===== src/rtl/denoise_frame_driver.sv =====
// Streams each interior pixel's 3x3 neighbourhood from the source frame RAM into the
// noise-reduction accelerator, then stores the filtered result in the destination RAM.

module denoise_frame_driver #(
  parameter int IMG_W  = 32,
  parameter int IMG_H  = 24,
  parameter int ADDR_W = 10
) (
  input  logic              clk,
  input  logic              reset,
  input  logic              start,
  output logic              busy,
  output logic              done,
  output logic [ADDR_W-1:0] src_addr,
  output logic              src_rd_en,
  input  logic [31:0]       src_rddata,
  output logic [3:0]        acc_addr,
  output logic              acc_wr_en,
  output logic              acc_rd_en,
  output logic [31:0]       acc_writedata,
  input  logic [31:0]       acc_readdata,
  output logic [ADDR_W-1:0] dst_addr,
  output logic              dst_wr_en,
  output logic [31:0]       dst_wrdata
);

  // state     | meaning
  // IDLE      | waiting for start, counters parked at the first centre
  // FETCH     | 9 source reads; reads k>=1 also push element k-1 to the accelerator
  // LOAD_LAST | push the ninth element to accelerator register 9
  // RESULT    | read filtered sum from accelerator register 0
  // STORE     | write result to destination, advance to the next centre
  // DONE      | one-cycle completion pulse
  typedef enum logic [2:0] {
    S_IDLE,
    S_FETCH,
    S_LOAD_LAST,
    S_RESULT,
    S_STORE,
    S_DONE
  } state_t;

  localparam int COL_W = $clog2(IMG_W + 1);
  localparam logic [COL_W-1:0]  COL_FIRST = COL_W'(1);
  localparam logic [COL_W-1:0]  COL_LAST  = COL_W'(IMG_W - 2);
  localparam logic [ADDR_W-1:0] ROW1      = ADDR_W'(IMG_W);
  localparam logic [ADDR_W-1:0] ROW2      = ADDR_W'(2 * IMG_W);
  localparam logic [ADDR_W-1:0] LAST_IDX  = ADDR_W'((IMG_W - 2) * (IMG_H - 2) - 1);
  localparam logic [3:0]        K_LAST    = 4'd8;

  state_t              state_q, state_d;
  logic [3:0]          k_q;
  logic [COL_W-1:0]    col_q;
  logic [ADDR_W-1:0]   tl_q;
  logic [ADDR_W-1:0]   dst_idx_q;
  logic [31:0]         result_q;

  logic [ADDR_W-1:0]   src_addr_q;
  logic [3:0]          acc_addr_q;
  logic [31:0]         acc_wdata_q;
  logic [ADDR_W-1:0]   dst_addr_q;
  logic [31:0]         dst_wdata_q;

  // Offset of kernel element k from the top-left neighbour of the current centre.
  function automatic logic [ADDR_W-1:0] kernel_offset(input logic [3:0] k);
    logic [ADDR_W-1:0] off;
    case (k)
      4'd0:    off = '0;
      4'd1:    off = ADDR_W'(1);
      4'd2:    off = ADDR_W'(2);
      4'd3:    off = ROW1;
      4'd4:    off = ROW1 + ADDR_W'(1);
      4'd5:    off = ROW1 + ADDR_W'(2);
      4'd6:    off = ROW2;
      4'd7:    off = ROW2 + ADDR_W'(1);
      4'd8:    off = ROW2 + ADDR_W'(2);
      default: off = '0;
    endcase
    return off;
  endfunction

  always_comb begin
    state_d       = state_q;
    busy          = (state_q != S_IDLE);
    done          = 1'b0;
    src_rd_en     = 1'b0;
    acc_wr_en     = 1'b0;
    acc_rd_en     = 1'b0;
    dst_wr_en     = 1'b0;
    src_addr      = src_addr_q;
    acc_addr      = acc_addr_q;
    acc_writedata = acc_wdata_q;
    dst_addr      = dst_addr_q;
    dst_wrdata    = dst_wdata_q;

    case (state_q)
      S_IDLE: begin
        if (start) state_d = S_FETCH;
      end
      S_FETCH: begin
        src_rd_en = 1'b1;
        src_addr  = tl_q + kernel_offset(k_q);
        // Source data lags its read by one cycle, so read k lands element k-1.
        if (k_q != 4'd0) begin
          acc_wr_en     = 1'b1;
          acc_addr      = k_q;
          acc_writedata = src_rddata;
        end
        if (k_q == K_LAST) state_d = S_LOAD_LAST;
      end
      S_LOAD_LAST: begin
        acc_wr_en     = 1'b1;
        acc_addr      = 4'd9;
        acc_writedata = src_rddata;
        state_d       = S_RESULT;
      end
      S_RESULT: begin
        acc_rd_en = 1'b1;
        acc_addr  = 4'd0;
        state_d   = S_STORE;
      end
      S_STORE: begin
        dst_wr_en  = 1'b1;
        dst_addr   = dst_idx_q;
        dst_wrdata = result_q;
        state_d    = (dst_idx_q == LAST_IDX) ? S_DONE : S_FETCH;
      end
      S_DONE: begin
        done    = 1'b1;
        state_d = S_IDLE;
      end
      default: state_d = S_IDLE;
    endcase
  end

  always_ff @(posedge clk) begin
    if (reset) begin
      state_q     <= S_IDLE;
      k_q         <= '0;
      col_q       <= COL_FIRST;
      tl_q        <= '0;
      dst_idx_q   <= '0;
      result_q    <= '0;
      src_addr_q  <= '0;
      acc_addr_q  <= '0;
      acc_wdata_q <= '0;
      dst_addr_q  <= '0;
      dst_wdata_q <= '0;
    end else begin
      state_q     <= state_d;
      src_addr_q  <= src_addr;
      acc_addr_q  <= acc_addr;
      acc_wdata_q <= acc_writedata;
      dst_addr_q  <= dst_addr;
      dst_wdata_q <= dst_wrdata;

      case (state_q)
        S_IDLE: begin
          k_q       <= '0;
          col_q     <= COL_FIRST;
          tl_q      <= '0;
          dst_idx_q <= '0;
        end
        S_FETCH: begin
          k_q <= (k_q == K_LAST) ? 4'd0 : k_q + 4'd1;
        end
        S_RESULT: begin
          result_q <= acc_readdata;
        end
        S_STORE: begin
          dst_idx_q <= dst_idx_q + ADDR_W'(1);
          // Wrapping a row skips the two border columns plus one step.
          if (col_q == COL_LAST) begin
            col_q <= COL_FIRST;
            tl_q  <= tl_q + ADDR_W'(3);
          end else begin
            col_q <= col_q + COL_W'(1);
            tl_q  <= tl_q + ADDR_W'(1);
          end
        end
        default: ;
      endcase
    end
  end

endmodule


===== config.mk =====
export PLATFORM = sky130hd
export DESIGN_NAME = denoise_frame_driver
export DESIGN_NICKNAME = d
export VERILOG_FILES = /design/src/rtl/denoise_frame_driver.sv
export SDC_FILE = /design/constraint.sdc
export NUM_CORES = 1
export LEC_CHECK = 0
export CORE_ASPECT_RATIO = 1.1
export CORE_MARGIN = 3
export CORE_UTILIZATION = 30
export CTS_CLUSTER_DIAMETER = 50
export CTS_CLUSTER_SIZE = 14
export DETAILED_ROUTE_END_ITERATION = 16
export DONT_BUFFER_PORTS = 1
export GPL_ROUTABILITY_DRIVEN = 0
export GPL_TIMING_DRIVEN = 0
export PLACE_DENSITY = 0.51
export SLEW_MARGIN = 20
export SYNTH_ARGS = -nofsm -noshare
export SYNTH_HDL_FRONTEND = slang
export SYNTH_SLANG_ARGS = --single-unit

===== constraint.sdc =====
create_clock -name clk -period 3.2 [get_ports clk]
set_clock_uncertainty 0.05 [all_clocks]
set_input_delay 0.16 -clock clk [delete_from_list [all_inputs] [get_ports clk]]
set_output_delay 0.16 -clock clk [all_outputs]
set_load 0.1 [all_outputs]

### Word-level counts from Yosys, hierarchy flattened

Memory sizes are Yosys's and may differ from the RTL's. A register that Yosys moved wholly into a read port is not among the register bits.
Cells that the tools add are included.

| word-level totals | value |
|---|---|
| bits in registers | 153 |
| memories | 1 |
| memory bits (read-only) | 64 |
| word-level logic and storage cells | 61 |
| output and inout bits | 94 |
| input port bits | 67 |

Memories:

| memory | depth | bits a word | read ports | clocked after memory_dff | write ports | line | text |
|---|---|---|---|---|---|---|---|
| (no name shown) | 16 | 4 | 1 | 1 | 0 | 67 | `case (k)` |

| cells by class | value |
|---|---|
| eq/ne operators | 10 |
| $add $sub $neg | 6 |
| reductions and logical operators | 6 |
| multiplexer cells | 27 |

Operators with widths:

| operator | count |
|---|---|
| $mux 32 | 2 |
| $pmux 32 s2 | 1 |
| $mux 10 | 4 |
| $pmux 10 s2 | 2 |
| $add 10x1->10 const B | 2 |
| $mux 4 | 4 |
| $pmux 3 s5 | 1 |
| $pmux 4 s3 | 1 |
| $pmux 6 s2 | 1 |
| $add 10x10->10 | 1 |
| $add 10x2->10 const B | 1 |
| $eq 10x10->1 const B | 1 |
| $mux 3 | 3 |
| $pmux 4 s2 | 1 |
| $add 6x1->6 const B | 1 |
| $eq 3x2->1 const B | 2 |
| $eq 3x3->1 const B | 2 |
| $eq 6x5->1 const B | 1 |
| $mux 6 | 1 |
| $mux 1 | 5 |
| $add 4x1->4 const B | 1 |
| $eq 4x4->1 const B | 1 |
| $ne 2x2->1 const B | 2 |
| $reduce_bool 2->1 | 2 |
| 6 further kinds | 6 |

### Depth between registers and ports, before layout

Gate-level depths: netlist (run 1).

| depth | value |
|---|---|
| depth in word-level cells | 5 |
| depth in mapped cells | 10 |
| depth with buffers taken out | 10 |

### Worst setup path after synthesis (run 1)

No wires, ideal clock.

| timing | value |
|---|---|
| path kind | register to register |
| from | register tl_q[0] |
| to | register src_addr_q[6] |
| path buffers | 0 |
| stages on the path, launching flop included | 8 |
| period minus slack after synthesis | 3807 ps |
| required time | 3075 ps |
| arrival | 3683 ps |
| slack | -607 ps |
| setup time | 75 ps |
| cell sequence | dfxtp_1 > ha_1 > inv_1 > fa_1 > o21bai_1 > xnor2_1 > o21ai_0 > nor2b_1 |

| between the ends | value |
|---|---|
| word-level cells in the longest chain between the ends | 2 |

RTL lines:

| item | line | text |
|---|---|---|
| start, declared | 54 | `logic [ADDR_W-1:0] tl_q;` |
| start signal, assigned | 175 | `tl_q <= tl_q + ADDR_W'(3);` |
| start signal, assigned | 178 | `tl_q <= tl_q + ADDR_W'(1);` |
| $add 10x10->10 | 102 | `src_addr = tl_q + kernel_offset(k_q);` |
| $mux 10 | 96 | `case (state_q)` |
| via src_addr[6] | 14 | `output logic [ADDR_W-1:0] src_addr,` |
| end signal, assigned | 151 | `src_addr_q <= src_addr;` |
| end, declared | 58 | `logic [ADDR_W-1:0] src_addr_q;` |

The timed path passes the listed nets, and every way through them passes these cells.
A chain may end at the register's enable or synchronous reset.

### Worst setup path in the final report (run 1)

| timing | value |
|---|---|
| from | register state_q[2] |
| to | output src_addr[9] |

| between the ends | value |
|---|---|
| word-level cells in the longest chain between the ends | 2 |

RTL lines:

| item | line | text |
|---|---|---|
| start, declared | 51 | `state_t state_q, state_d;` |
| start signal, assigned | 150 | `state_q <= state_d;` |
| $eq 3x1->1 | 96 |  |
| $mux 10 | 96 |  |
| end, declared | 14 |  |

No other way between the ends.

==> results.env, run 1 <==
PLACEMENTROWS=57
GLOBALROUTETOTALUTIL_PCT=15.0
LAYOUT_COMMON_CELLS='sky130_fd_sc_hd__nand2_1 (191), sky130_fd_sc_hd__dfxtp_1 (157), sky130_fd_sc_hd__nor2b_1 (89)'
HIGHEST_LAYER='met4'
SYNTH_CELLS=800
SETUP.WORST_PATH.START='state_q[2]'
FIRST_GLOBAL_VIAS=5528
SYN-MEAN-INSTANCE-AREA_UM2=8.58
SLOWEST_DELAY_NS=0.60
TIMING.RR.START='tl_q[0]'
HTREE_LEVELS=4
M1WIRELENGTH_UM=7840
HOLD_WS_NS=0.130
WORSTPATHMAXFANOUT=10
ARRIVAL_NS=2.89
DR_WL_MET3_UM=1120
DRV_CAP=0
YOSYS_WARNINGS=0
FIRST_PASS_ITERS=4
GRT_MAX_DEGREE=17
MIN_PATH_TYPE='in -> reg'
CRIT_TOP_CELL='sky130_fd_sc_hd__buf_2'
CLK-INSERTION-DELAY-LATE_NS=0.42
DOMINANT_COMBINATIONAL_CELL_FAMILY_BY_AREA_AFTER_SYNTHESIS='simple AND/OR/NAND/NOR gates'
VIAS_PER_CELL=4.63
TIMING.FINAL.MAX_SLEW_VIOLATIONS=0
SYNTH-ASYNC-RESET-RATIO_PCT=0
WORSTSETUPPATHTYPE='reg -> out'
SETUP.WORST_PATH.END_CLASS='output pin'
MAX_SLEW.WORST_PIN.SLEW_NS=1.15
NETLIST_AREA_MM2=0.00686
SYNTHMUXAREASHARE_PCT=8.54
PERIOD_NEEDED_NS=3.10
GRT_PASS1_WL_UM=29300
ANTENNA_CELLS=0
LAYOUT.NETS=952
VDD_DROP_MAX_V=0.000303
SETUP_TNS_NS=0
SYNTH_ENABLE_FLOP_CELLS=0
SYNTH_SEQUENTIAL_AREA_RATIO_PCT=45.8
NUM_IO_PINS=161
WORST_PATH_MAX_DELAY_CELL='sky130_fd_sc_hd__a21oi_4'
SETUP_VIOLATIONS=0
YOSYS.AREA_SHARE.SIMPLE_PCT=27.6
MAXIMUM_CLOCK_INSERTION_BUFFER_COUNT=2
HPWL_UM=12900
CLK_ROOT_BUFFER_CELL='sky130_fd_sc_hd__clkbuf_16'
MIN_FROM='reset'
WL_PER_CELL_UM=15.3
CP-START-KIND='register'
PLACEABLECOREAREA_MM2=0.0223
POST_SYNTHESIS_SHARE_OF_CELL_AREA_SPENT_ON_FULL_ADDERS_HALF_ADDERS_AND_MAJORITY_GATES_PCT=3.14
P_LEAK_nW=3.33
DRT.ANTENNA.VIOLATING_NETS=0
CP_DATA_REQUIRED_TIME_NS=2.99
WL_MET2_UM=8870
SYNTH_CELL_TYPES=53
CLK_TRANSITION_REPORTED_PATHS_NS=0.06
PORTBUFFERS=0
SYNTH_NETS=883
PERIOD_SHARE_PCT=96.8
GR-TOTAL-OVERFLOW=0
DRT-INITIAL-DRC-COUNT=198
SYNTH_AREA_IN_COMPOUND_GATES_PCT=8.79
FINAL_LAYOUT_SIZE_SUFFIX_GT1_SHARE_PCT=16.8
YS_DOMINANT_REG_CELL='sky130_fd_sc_hd__dfxtp_1'
NUMCTSBUFFERS=17
CLOCK-SINKS=157
DRC=0
TRITONCTS='done'
WORST_PATH_CELL_TRACE='buf_2, or3b_1, buf_6, clkinv_4, buf_2, nor2_1, a21oi_4'
DIEAREA_MM2=0.0247
MAX_CLOCK_FREQ_MHz=323
INITIAL_CORE_UTIL_PCT=30.8
FP.DIEH_UM=165
MOSTFREQUENTLAYOUTCELL='sky130_fd_sc_hd__nand2_1'
SYNTH-SEQ-CELLS=157
CTS.REPAIR_TIMING.SETUP_BUFFER_COUNT=0
CELLPOWERDENSITY_mW_PER_MM2=647
ROUTE.FINAL.WIRE_LENGTH_UM=18000
SYNTH_XOR_AREA_SHARE_PCT=2.04
TIMING_HOLD_VIOLATIONS_FINAL=0
AREA_GROWTH_PCT=25.3
GRT_ANTENNA_BEFORE_REPAIR=0
DIE_W_UM=150
SLEW_HEADROOM_PCT=23.0
VIAS=5447
STATUS='finished, final reports clean'
-- report_power, final --
part           switching [mW]  total [mW]  internal [mW]
registers              0.0237        2.04           2.01
clock network           0.849        2.39           1.54
logic                   0.875        1.14          0.264
total                    1.75        5.56           3.81
-- worst paths after layout --
check	to	slack (ns)	cells after the start
worst max-delay path	src_addr[9]	0.10	7
worst max register to register	src_addr_q[6]	0.53	8
worst min-delay path	acc_addr_q[0]	0.13	2
worst min register to register	result_q[16]	0.40	2
-- cells in the mapped netlist, types with 5 or more instances --
cell type                  instances  area [um2]
sky130_fd_sc_hd__buf_2             5        25.0
sky130_fd_sc_hd__mux2_4           29         435
sky130_fd_sc_hd__mux2_2            8        90.1
sky130_fd_sc_hd__nand2_1         227         852
sky130_fd_sc_hd__nor2_1           42         158
sky130_fd_sc_hd__inv_1            10        37.5
sky130_fd_sc_hd__xor2_1            9        78.8
sky130_fd_sc_hd__a21oi_1          48         240
sky130_fd_sc_hd__nand4_1           7        43.8
sky130_fd_sc_hd__ha_1             14         175
sky130_fd_sc_hd__o21ai_0          16        80.1
sky130_fd_sc_hd__dfxtp_1         157        3140
sky130_fd_sc_hd__nor2b_1          89         557
sky130_fd_sc_hd__mux2i_1           6        60.1
sky130_fd_sc_hd__nand3_1          11        55.1
sky130_fd_sc_hd__xnor2_1           7        61.3
sky130_fd_sc_hd__a22oi_1          11        82.6
sky130_fd_sc_hd__buf_1             6        22.5
sky130_fd_sc_hd__clkbuf_1         32         120
-- sequential cells by signal, indices dropped and copies added, names as in the netlist, named ones only --
register	count
dst_addr_q	10
acc_wdata_q	32
k_q	4
dst_wdata_q	32
result_q	32
col_q	6
acc_addr_q	4
state_q	3
tl_q	10
src_addr_q	10
dst_idx_q	10
-- metal layers --
layer  up-vias  track usage (%)
met3        11             4.72
li1       2757                -
met5         -                0
met2       125             25.4
met1      2554             18.5
met4         0             3.79
-- area by class of cell --
cell class / instances / area, um2
Sequential cell: 157 / 3140
Multi-Input combinational cell: 582 / 3590
Buffer: 49 / 230
Timing Repair Buffer: 50 / 512
Inverter: 12 / 50.0
Tap cell: 295 / 369
Clock inverter: 12 / 230
Clock buffer: 20 / 467
Fill cell: 2304 / 13700
-- through the flow --
| stage | worst slack (ns) | util (%) | cell area [um2] | power, mW | std cells |
|---|---|---|---|---|---|
| 2_1_floorplan | -0.0839 | - | 6860 | 3.03 | 800 |
| 3_3_place_gp | -0.502 | 32.5 | 7230 | 3.14 | 1095 |
| 3_5_place_dp | 0.334 | 33.5 | 7450 | 3.19 | 1111 |
| 4_1_cts | -0.130 | 38.2 | 8490 | 5.63 | 1177 |
| 5_1_grt | -0.00794 | 38.6 | 8590 | 5.76 | 1177 |
| 6_report | 0.101 | 38.6 | 8590 | 5.56 | 1177 |
-- kinds of logic (layout without fill, tap and decap cells) --
logic type / after synthesis / count (layout)
and+or+nand+nor: 408 / 408
adders and majority gates: 16 / 16
xor gates and xnor gates: 16 / 16
AOI/OAI and AO/OA: 99 / 99
muxes: 43 / 43
DFF: 157 / 157
buffers and inverters: 61 / 143
-- critical path, delay by kind of cell (launching register included) --
kind	cells	cell delay [ns]
AO/OA/AOI/OAI	1	0.60
buffers and inverters	4	0.96
AND/OR/NAND/NOR	2	0.58
flip-flops	1	0.30
-- timing repair --
action                                 in CTS  in global routing
endpoints found under the hold margin      37                  0
cloned                                      0                  0
setup endpoints to repair                   2                 37
hold buffers                               34                  0
resized for setup                           0                 37
pin swaps                                   0                  0
(Power assumes the default switching activity.)
==> run 2: changes to the inputs <==
CAP_MARGIN = 10   (was not set)
GPL_TIMING_DRIVEN = not set   (was 0)
SLEW_MARGIN = not set   (was 20)
==> results.env, run 2 (synthesis gave the netlist of run 1 again) <==
DRV_CAP=0  # unchanged
PORTBUFFERS=0  # unchanged
MAX_CLOCK_FREQ_MHz=356  # was 323 MHz
GRT_SETUP_UNREPAIRED='false'
CLK_TRANSITION_REPORTED_PATHS_NS=0.06  # about the same
REG2REG_SLACK_NS=0.68  # was 0.53 ns
GLOBALROUTETOTALUTIL_PCT=13.7  # was 15.0%
TIMING_HOLD_VIOLATIONS_FINAL=0  # unchanged
PERIOD_SHARE_PCT=87.7  # was 96.8%
CP-START-KIND='register'  # unchanged
DIEAREA_MM2=0.0247  # unchanged
ROUTE.FINAL.WIRE_LENGTH_UM=16400  # was 18000 um
TIMING.FINAL.MAX_SLEW_VIOLATIONS=0  # unchanged
PATH_DELAY_FAMILY='multiplexers'  # was buffers and inverters
NUMCTSBUFFERS=17  # unchanged
SLEW_HEADROOM_PCT=54.2  # was 23.0%
DPL_WORST_SLACK_NS=0.715  # was 0.334 ns
ARRIVAL_NS=2.60  # was 2.89 ns
P_LEAK_nW=3.60  # was 3.33 nW
MAXIMUM_CLOCK_INSERTION_BUFFER_COUNT=2  # unchanged
GRT_MAX_DEGREE=147  # was 17
TRITONCTS='done'  # unchanged
MIN_PATH_TYPE='in -> reg'  # unchanged
INITIAL_CORE_UTIL_PCT=30.8  # unchanged
CP_DATA_REQUIRED_TIME_NS=2.99  # about the same
POST_CTS_RESIZED=0  # unchanged
LAYOUT.NETS=954  # was 952
SETUP.WORST_PATH.END_CLASS='output pin'  # unchanged
WORSTPATHBUFFERINVERTERCOUNT=2  # was 4
NUM_IO_PINS=161  # unchanged
AREA_GROWTH_PCT=32.4  # was 25.3%
CELLPOWERDENSITY_mW_PER_MM2=569  # was 647 mW/mm2
WORSTSETUPPATHTYPE='reg -> out'  # unchanged
FIRST_PASS_ITERS=6  # was 4
CLK-INSERTION-DELAY-LATE_NS=0.41  # was 0.42 ns
MAX_SLEW.WORST_PIN.SLEW_NS=0.687  # was 1.15 ns
REG.LARGEST.LIST='acc_wdata_q x32, dst_wdata_q x32, result_q x32'  # unchanged
GRT_ANTENNA_BEFORE_REPAIR=0  # unchanged
VDD_DROP_MAX_V=0.000311  # was 0.000303 V
FIN_TOTAL_PWR_mW=5.17  # was 5.56 mW
WORST_PATH_CELL_TRACE='inv_1, ha_1, or3b_1, a21oi_2, nor2_4, buf_12, mux2_2'  # was buf_2, or3b_1, buf_6, clkinv_4, buf_2, nor2_1, a21oi_4
GRT_PASS1_WL_UM=27100  # was 29300 um
MOSTFREQUENTLAYOUTCELL='sky130_fd_sc_hd__nand2_1'  # unchanged
FINAL.SETUP.WORST_SLACK_NS=0.394  # was 0.101 ns
DRT.ANTENNA.VIOLATING_NETS=0  # unchanged
FILLCELLCOUNT=2225  # was 2304
LAYOUT_COMMON_CELLS='sky130_fd_sc_hd__nand2_1 (226), sky130_fd_sc_hd__dfxtp_1 (157), sky130_fd_sc_hd__nor2b_1 (89)'  # was sky130_fd_sc_hd__nand2_1 (191), sky130_fd_sc_hd__dfxtp_1 (157), sky130_fd_sc_hd__nor2b_1 (89)
DRT-INITIAL-DRC-COUNT=196  # was 198
VIAS_PER_CELL=4.51  # was 4.63
FINAL_LAYOUT_SIZE_SUFFIX_GT1_SHARE_PCT=18.2  # was 16.8%
HTREE_LEVELS=4  # unchanged
ANTENNA_CELLS=0  # unchanged
WORST_PATH_MAX_DELAY_CELL='sky130_fd_sc_hd__mux2_2'  # was sky130_fd_sc_hd__a21oi_4
PERIOD_NEEDED_NS=2.81  # was 3.10 ns
CLK_ROOT_BUFFER_CELL='sky130_fd_sc_hd__clkbuf_16'  # unchanged
STATUS='finished, final reports clean'  # unchanged
PLACEABLECOREAREA_MM2=0.0223  # unchanged
VIAS=5313  # was 5447
SETUP_TNS_NS=0  # unchanged
FIRST_GLOBAL_VIAS=5333  # was 5528
GR-TOTAL-OVERFLOW=0  # unchanged
DRC=0  # unchanged
DIE_W_UM=150  # unchanged
SETUP_VIOLATIONS=0  # unchanged
SLOWEST_DELAY_NS=0.62  # was 0.60 ns
PLACEMENTROWS=57  # unchanged
CTS.REPAIR_TIMING.SETUP_BUFFER_COUNT=0  # unchanged
FP.DIEH_UM=165  # unchanged
WL_PER_CELL_UM=14.0  # was 15.3 um
WORSTPATHMAXFANOUT=33  # was 10
HPWL_UM=10500  # was 12900 um
CLOCK-SINKS=157  # unchanged
run 2: cell count changes in the layout (fill, tap and decap cells not counted), sizes merged:
cell and delta:
inv -2, buf +35, clkbuf -30, dlygate4sd3 -1
bufinv -4, clkinv +3
run 2: cell type report:
class | instances | area [um2] | area share, %
Multi-Input combinational cell | 582 | 3500 | 38.5
Sequential cell | 157 | 3140 | 34.6
Timing Repair Buffer | 101 | 1440 | 15.8
Clock buffer | 22 | 474 | 5.22
Tap cell | 295 | 369 | 4.07
Clock inverter | 9 | 111 | 1.23
Inverter | 12 | 50.0 | 0.551
run 2: path summary, 6_finish.rpt:
check / startpoint / to / depth (start not counted)
max: k_q[0] / acc_writedata[4] / 7
min: reset / register / 4
max reg2reg: k_q[0] / acc_wdata_q[8] / 8
min reg2reg: result_q[28] / result_q[28] / 2
run 2: routing by layer:
layer,GRT usage [%],vias up,wire length [um],share of wire (%)
li1,-,2753,-,-
met1,16.4,2457,7410,45
met2,23.2,94,7930,48
met3,4.56,9,906,5.5
met4,4.28,0,201,1.2
met5,0,-,0,0
run 2: what timing repair did:
| action | CTS | global route |
|---|---|---|
| hold buffers | 34 | 0 |
| setup endpoints to repair | 0 | 0 |
| endpoints found under the hold margin | 149 | 0 |
run 2: worst register-to-register path, stage by stage (launching register included):
cell                      delay [ns]
sky130_fd_sc_hd__dfxtp_1        0.40
sky130_fd_sc_hd__inv_1          0.08
sky130_fd_sc_hd__ha_1           0.24
sky130_fd_sc_hd__or3b_1         0.25
sky130_fd_sc_hd__a21oi_2        0.09
sky130_fd_sc_hd__nor2_4         0.11
sky130_fd_sc_hd__buf_12         0.31
sky130_fd_sc_hd__mux2_2         0.63
sky130_fd_sc_hd__nor2b_1        0.22
run 2: power by group:
group	internal, mW	switching, mW
combinational	0.258	0.843
sequential	2.01	0.0318
clock	1.21	0.813
total	3.48	1.69
run 2: per-stage QoR:
stage | instances | hold slack (ns) | instance area (um2) | utilization (%)
after detailed placement | 1113 | 0.198 | 8140 | 36.6
after CTS | 1178 | 0.0341 | 9080 | 40.8
after global routing | 1178 | 0.0506 | 9080 | 40.8
after global placement | 1113 | 0.192 | 8140 | 36.6
final | 1178 | 0.0527 | 9080 | 40.8
after floorplan | 800 | 0.189 | 6860 | -
